$ cat config.mk
export PLATFORM = sky130hd
export DESIGN_NAME = count_down_timer_flat
export DESIGN_NICKNAME = d
export VERILOG_FILES = /design/src/rtl/count_down_timer_if.sv /design/src/rtl/count_down_timer.sv /design/src/flat_wrapper.sv
export SDC_FILE = /design/constraint.sdc
export NUM_CORES = 1
export LEC_CHECK = 0
export BUFFER_PORTS_ARGS = -buffer_cell sky130_fd_sc_hd__buf_2
export CAP_MARGIN = 20
export CORE_MARGIN = 2
export CORE_UTILIZATION = 30
export CTS_BUF_LIST = sky130_fd_sc_hd__clkbuf_8
export DETAILED_ROUTE_END_ITERATION = 8
export GPL_ROUTABILITY_DRIVEN = 0
export GPL_TIMING_DRIVEN = 0
export MAX_ROUTING_LAYER = met4
export PLACE_DENSITY = 0.56
export SYNTH_ARGS = -nofsm -noshare
export SYNTH_HDL_FRONTEND = slang
export SYNTH_SLANG_ARGS = --single-unit
$ cat constraint.sdc
create_clock -name clk -period 4.3 [get_ports clk]
set_clock_uncertainty 0.1 [all_clocks]
set_input_delay 0.215 -clock clk [delete_from_list [all_inputs] [get_ports clk]]
set_output_delay 0.215 -clock clk [all_outputs]
set_load 0.02 [all_outputs]
$ cat src/rtl/count_down_timer_if.sv
// count_down_timer_if: control and status bundle for count_down_timer.
interface count_down_timer_if #(parameter int WIDTH = 4);
  logic             start;
  logic [WIDTH-1:0] load_val;
  logic             auto_reload;
  logic             pause;
  logic             abort;
  logic [WIDTH-1:0] cnt;
  logic             busy;
  logic             done;
  modport master(output start, load_val, auto_reload, pause, abort, input cnt, busy, done);
  modport slave(input start, load_val, auto_reload, pause, abort, output cnt, busy, done);
endinterface

$ cat src/rtl/count_down_timer.sv
// count_down_timer: loadable prescaled down-counter with expiry pulse and optional auto-reload.
module count_down_timer #(
  parameter int WIDTH    = 4,
  parameter int PRESCALE = 1
) (
  input logic               clk,
  input logic               rst,
  count_down_timer_if.slave bus
);
  localparam int PW = (PRESCALE > 1) ? $clog2(PRESCALE) : 1;
  typedef enum logic [1:0] {IDLE, RUN, PAUSED} state_t;
  state_t           state_q;
  logic [WIDTH-1:0] cnt_q, reload_q;
  logic [PW-1:0]    pre_q;
  logic             auto_q, busy_q, done_q;
  logic             tick;
  assign tick     = pre_q == PW'(PRESCALE - 1);
  assign bus.cnt  = cnt_q;
  assign bus.busy = busy_q;
  assign bus.done = done_q;
  // Leaving PAUSED counts on the same edge, so each paused cycle costs exactly one cycle.
  always_ff @(posedge clk) begin
    done_q <= 1'b0;
    if (rst) begin
      state_q  <= IDLE;
      cnt_q    <= '0;
      busy_q   <= 1'b0;
      pre_q    <= '0;
      reload_q <= '0;
      auto_q   <= 1'b0;
    end else if (bus.abort) begin
      state_q <= IDLE;
      cnt_q   <= '0;
      pre_q   <= '0;
      busy_q  <= 1'b0;
    end else if (bus.start) begin
      pre_q <= '0;
      if (bus.load_val == '0) begin
        state_q <= IDLE;
        cnt_q   <= '0;
        busy_q  <= 1'b0;
        done_q  <= 1'b1;
      end else begin
        state_q  <= bus.pause ? PAUSED : RUN;
        cnt_q    <= bus.load_val;
        reload_q <= bus.load_val;
        auto_q   <= bus.auto_reload;
        busy_q   <= 1'b1;
      end
    end else if (state_q != IDLE) begin
      if (bus.pause) begin
        state_q <= PAUSED;
      end else begin
        state_q <= RUN;
        pre_q   <= tick ? '0 : pre_q + PW'(1);
        if (tick) begin
          if (cnt_q > WIDTH'(1)) begin
            cnt_q <= cnt_q - WIDTH'(1);
          end else begin
            done_q <= 1'b1;
            cnt_q  <= auto_q ? reload_q : '0;
            if (!auto_q) begin
              state_q <= IDLE;
              busy_q  <= 1'b0;
            end
          end
        end
      end
    end
  end
endmodule

$ cat src/flat_wrapper.sv
// flat-port wrapper written by rule: the top's interface ports become plain ports
module count_down_timer_flat 
#(
  parameter int WIDTH    = 4,
  parameter int PRESCALE = 1
)
  (clk, rst, bus_start, bus_load_val, bus_auto_reload, bus_pause, bus_abort, bus_cnt, bus_busy, bus_done);
  count_down_timer_if #(.WIDTH(WIDTH)) bus_i ();
  input logic clk;
  input logic rst;
  input wire logic [$bits(bus_i.start)-1:0] bus_start;
  input wire logic [$bits(bus_i.load_val)-1:0] bus_load_val;
  input wire logic [$bits(bus_i.auto_reload)-1:0] bus_auto_reload;
  input wire logic [$bits(bus_i.pause)-1:0] bus_pause;
  input wire logic [$bits(bus_i.abort)-1:0] bus_abort;
  output wire logic [$bits(bus_i.cnt)-1:0] bus_cnt;
  output wire logic [$bits(bus_i.busy)-1:0] bus_busy;
  output wire logic [$bits(bus_i.done)-1:0] bus_done;
  assign bus_i.start = bus_start;
  assign bus_i.load_val = bus_load_val;
  assign bus_i.auto_reload = bus_auto_reload;
  assign bus_i.pause = bus_pause;
  assign bus_i.abort = bus_abort;
  assign bus_cnt = bus_i.cnt;
  assign bus_busy = bus_i.busy;
  assign bus_done = bus_i.done;
  count_down_timer #(.WIDTH(WIDTH), .PRESCALE(PRESCALE)) u_core (.clk(clk), .rst(rst), .bus(bus_i));
endmodule
==> run_summary.xml <==
<?xml version="1.0" encoding="UTF-8"?>
<metrics>
  <group name="min_path">
    <metric name="worst_hold_startpoint" unit="">bus_pause</metric>
    <metric name="hold_class" unit="">in2reg</metric>
  </group>
  <group name="power_and_ir_drop">
    <metric name="total_power" unit="mW">0.278</metric>
    <metric name="power_per_cell_area" unit="nW/um^2">337</metric>
    <metric name="cellLeakagePower" unit="nW">0.337</metric>
    <metric name="worst_ir_drop_vdd" unit="uV">188</metric>
  </group>
  <group name="placement">
    <metric name="dpl.hpwl" unit="um">1210</metric>
    <metric name="port-buffer-count" unit="">15</metric>
    <metric name="post-place-cells" unit="">118</metric>
  </group>
  <group name="flow_run">
    <metric name="maximum_capacitance_violations" unit="">0</metric>
  </group>
  <group name="routing">
    <metric name="routed.top_layer" unit="">met4</metric>
    <metric name="postRouteAntennaNets" unit="">0</metric>
    <metric name="wl_met2" unit="um">632</metric>
    <metric name="vias" unit="">607</metric>
    <metric name="met1_length" unit="um">779</metric>
    <metric name="final_routed_drc_violation_total" unit="">0</metric>
    <metric name="drtIter0Drc" unit="">6</metric>
    <metric name="wire_per_inst" unit="um">12.4</metric>
    <metric name="dr.pass1.iters" unit="">4</metric>
    <metric name="wl_met3" unit="um">69</metric>
    <metric name="routed_via_density" unit="">4.98</metric>
    <metric name="postRouteWirelength" unit="um">1520</metric>
  </group>
  <group name="synth">
    <metric name="synth-async-reset-ratio" unit="">0</metric>
    <metric name="post_synth.cell_area_avg" unit="um^2">8.91</metric>
    <metric name="synthesis.nets" unit="">87</metric>
    <metric name="synth-edff-count" unit="">0</metric>
    <metric name="synth-seq-cells" unit="">13</metric>
    <metric name="yosys.area.top_type" unit="">sky130_fd_sc_hd__dfxtp_1</metric>
    <metric name="synthesis.yosys.warnings" unit="">0</metric>
    <metric name="synth_top_flop_cell" unit="">sky130_fd_sc_hd__dfxtp_1</metric>
    <metric name="netlist_instances" unit="">75</metric>
    <metric name="ys_types" unit="">28</metric>
    <metric name="post_synth_main_area_contributors" unit="">sky130_fd_sc_hd__dfxtp_1, sky130_fd_sc_hd__mux2i_1, sky130_fd_sc_hd__nor2_1</metric>
    <metric name="seq_area_frac_synth" unit="">0.390</metric>
    <metric name="yosys.area.top_type_share" unit="">0.390</metric>
    <metric name="synthesis.area" unit="um^2">668</metric>
  </group>
  <group name="layout">
    <metric name="drive_gt1_frac" unit="">0.245</metric>
    <metric name="antenna-diode-count" unit="">0</metric>
    <metric name="finish.net_count" unit="">107</metric>
    <metric name="area_delta_synth_final" unit="%">23.2</metric>
    <metric name="fin_util" unit="">0.383</metric>
    <metric name="finish.cell_count_without_fillers" unit="">122</metric>
  </group>
  <group name="global_routing">
    <metric name="grt_usage" unit="">0.136</metric>
    <metric name="grt_antenna_before_repair" unit="">0</metric>
    <metric name="grt_pass1_wl" unit="um">2530</metric>
    <metric name="grt_pass1_vias" unit="">568</metric>
    <metric name="grt_start_max_net_pins" unit="">11</metric>
    <metric name="globalRoute.totalOverflow" unit="">0</metric>
  </group>
  <group name="die">
    <metric name="ioPinCount" unit="">16</metric>
    <metric name="num_rows" unit="">17</metric>
    <metric name="die_width" unit="um">51.2</metric>
    <metric name="chip_height" unit="um">51.2</metric>
    <metric name="core" unit="um^2">2150</metric>
    <metric name="die_area" unit="um^2">2620</metric>
    <metric name="start_util" unit="">0.311</metric>
  </group>
  <group name="clock_tree">
    <metric name="cts_post_setup_buffers_inserted" unit="">0</metric>
    <metric name="cts_resized" unit="">0</metric>
    <metric name="clockBufferDepth" unit="">2</metric>
    <metric name="number_of_cts_inserted_buffers" unit="">3</metric>
    <metric name="clk_pin_slew" unit="ns">0.05</metric>
    <metric name="cts_hold_repair.buffers" unit="">0</metric>
    <metric name="ctsRootBufferMaster" unit="">sky130_fd_sc_hd__clkbuf_8</metric>
    <metric name="cts_tree" unit="">done</metric>
    <metric name="cts-htree-levels" unit="">1</metric>
    <metric name="cts_sinks" unit="">13</metric>
    <metric name="latest_clock_arrival_within_the_worst_skew_pair" unit="ns">0.24</metric>
  </group>
  <group name="timing">
    <metric name="worstMarginPinSlew" unit="ns">0.621</metric>
    <metric name="slew-limit-headroom" unit="">0.580</metric>
    <metric name="fmax" unit="GHz">0.528</metric>
    <metric name="hold_slack" unit="ns">0.0647</metric>
    <metric name="final_hold_viol_count" unit="">0</metric>
    <metric name="setup_viol_count_final" unit="">0</metric>
    <metric name="period_needed" unit="ns">1.89</metric>
    <metric name="finalSetupTns" unit="ns">0</metric>
    <metric name="finalCritPeriodShare" unit="">0.440</metric>
    <metric name="report.final.slew_viol_count" unit="">0</metric>
    <metric name="rsz0062_at_grt" unit="">no</metric>
  </group>
  <group name="critical_path">
    <metric name="worst-endpoint-required" unit="ns">4.33</metric>
    <metric name="timing.critical_path.arrival" unit="ns">1.92</metric>
    <metric name="crit_fanout" unit="">5</metric>
    <metric name="cpMaxStageDelayCell" unit="">sky130_fd_sc_hd__a221o_1</metric>
    <metric name="worstSetupPathType" unit="">reg2reg</metric>
    <metric name="worst_setup_path_startpoint" unit="">u_core.bus.cnt[0]</metric>
    <metric name="start_kind" unit="">flop</metric>
    <metric name="reg2reg_from" unit="">u_core.bus.cnt[0]</metric>
    <metric name="path_cells" unit="">inv_1 &gt; ha_1 &gt; nor2_2 &gt; or3_4 &gt; a221o_1 &gt; a32o_1</metric>
    <metric name="crit_path_max_incr_delay" unit="ns">0.35</metric>
    <metric name="worstSetupEndpointType" unit="">flop</metric>
  </group>
  <group name="status">
    <metric name="outcome" unit="">finished clean</metric>
  </group>
</metrics>
-- final timing paths --
kind / endpoint / slack (ns) / cells after the start
setup / recovery: u_core.bus.cnt[0] / 2.41 / 6
hold / removal: u_core.state_q[0] / 0.06 / 2
setup reg to reg: u_core.bus.cnt[0] / 2.41 / 6
hold reg to reg: u_core.reload_q[0] / 0.40 / 2
-- sequential cells by signal, summed over array words and instances, names as in the netlist --
| signal | count |
|---|---|
| u_core.state_q | 2 |
| u_core.bus.cnt | 4 |
| u_core.auto_q | 1 |
| u_core.bus.done | 1 |
| u_core.reload_q | 4 |
| u_core.bus.busy | 1 |
-- critical path: cells and delay by family, from the launching register on --
kind            cells  cell delay, ns
compound gates      2            0.60
simple gates        2            0.42
flops               1            0.34
fa+ha+maj           1            0.22
buf+inv             1            0.09
-- placed cells by master (no fill, tap or decap), types with 2 or more instances in the layout --
cell type,Yosys,layout
sky130_fd_sc_hd__nor2b_1,2,2
sky130_fd_sc_hd__nor2_1,11,11
sky130_fd_sc_hd__nor4_1,4,4
sky130_fd_sc_hd__nand2b_1,4,4
sky130_fd_sc_hd__a221o_1,2,2
sky130_fd_sc_hd__a32o_1,2,2
sky130_fd_sc_hd__nor3_1,3,3
sky130_fd_sc_hd__a21oi_1,3,3
sky130_fd_sc_hd__ha_1,2,2
sky130_fd_sc_hd__nand2_1,4,4
sky130_fd_sc_hd__inv_1,4,5
sky130_fd_sc_hd__dfxtp_1,13,13
sky130_fd_sc_hd__buf_2,1,16
sky130_fd_sc_hd__mux2i_1,6,6
sky130_fd_sc_hd__clkbuf_8,0,3
-- cell type report --
| type | count | area, um^2 |
|---|---|---|
| buffer | 1 | 5.00 |
| clock buffer | 3 | 41.3 |
| clock inverter | 1 | 3.75 |
| fill | 240 | 1330 |
| inverter | 4 | 15.0 |
| multi-input combinational | 57 | 388 |
| sequential | 13 | 260 |
| tap | 28 | 35.0 |
| timing repair buffer | 15 | 75.1 |
-- kinds of logic (layout without fill, tap and decap cells) --
family / Yosys count / after routing / share of synthesized area
fa+ha+maj: 2 / 2 / 0.0374
flops: 13 / 13 / 0.390
buf+inv: 5 / 24 / 0.0299
mux: 6 / 6 / 0.0899
compound gates: 15 / 15 / 0.176
simple gates: 34 / 34 / 0.277
-- through the flow --
stage / area [um^2] / setup WS [ns]
floorplan: 668 / 2.42
global placement: 778 / 2.43
detailed placement: 778 / 2.42
CTS: 823 / 2.41
global route: 823 / 2.33
finish: 823 / 2.41
-- Yosys cell counts, types with 2 or more instances --
cell                       number
sky130_fd_sc_hd__nor2b_1        2
sky130_fd_sc_hd__a221o_1        2
sky130_fd_sc_hd__nor3_1         3
sky130_fd_sc_hd__nor4_1         4
sky130_fd_sc_hd__ha_1           2
sky130_fd_sc_hd__nor2_1        11
sky130_fd_sc_hd__nand2_1        4
sky130_fd_sc_hd__a32o_1         2
sky130_fd_sc_hd__dfxtp_1       13
sky130_fd_sc_hd__a21oi_1        3
sky130_fd_sc_hd__inv_1          4
sky130_fd_sc_hd__mux2i_1        6
sky130_fd_sc_hd__nand2b_1       4
-- where the power goes --
part / internal [mW] / switching (mW)
logic: 0.0193 / 0.0237
clock network: 0.0630 / 0.0421
registers: 0.126 / 0.00424
total: 0.208 / 0.0700
-- routing by layer --
metal,vias to the layer above,global-route usage
met2,15,0.195
met5,-,-
met1,275,0.171
li1,313,-
met4,0,0.0901
met3,4,0.0292
Note: power is estimated with default switching activity, not from simulation.
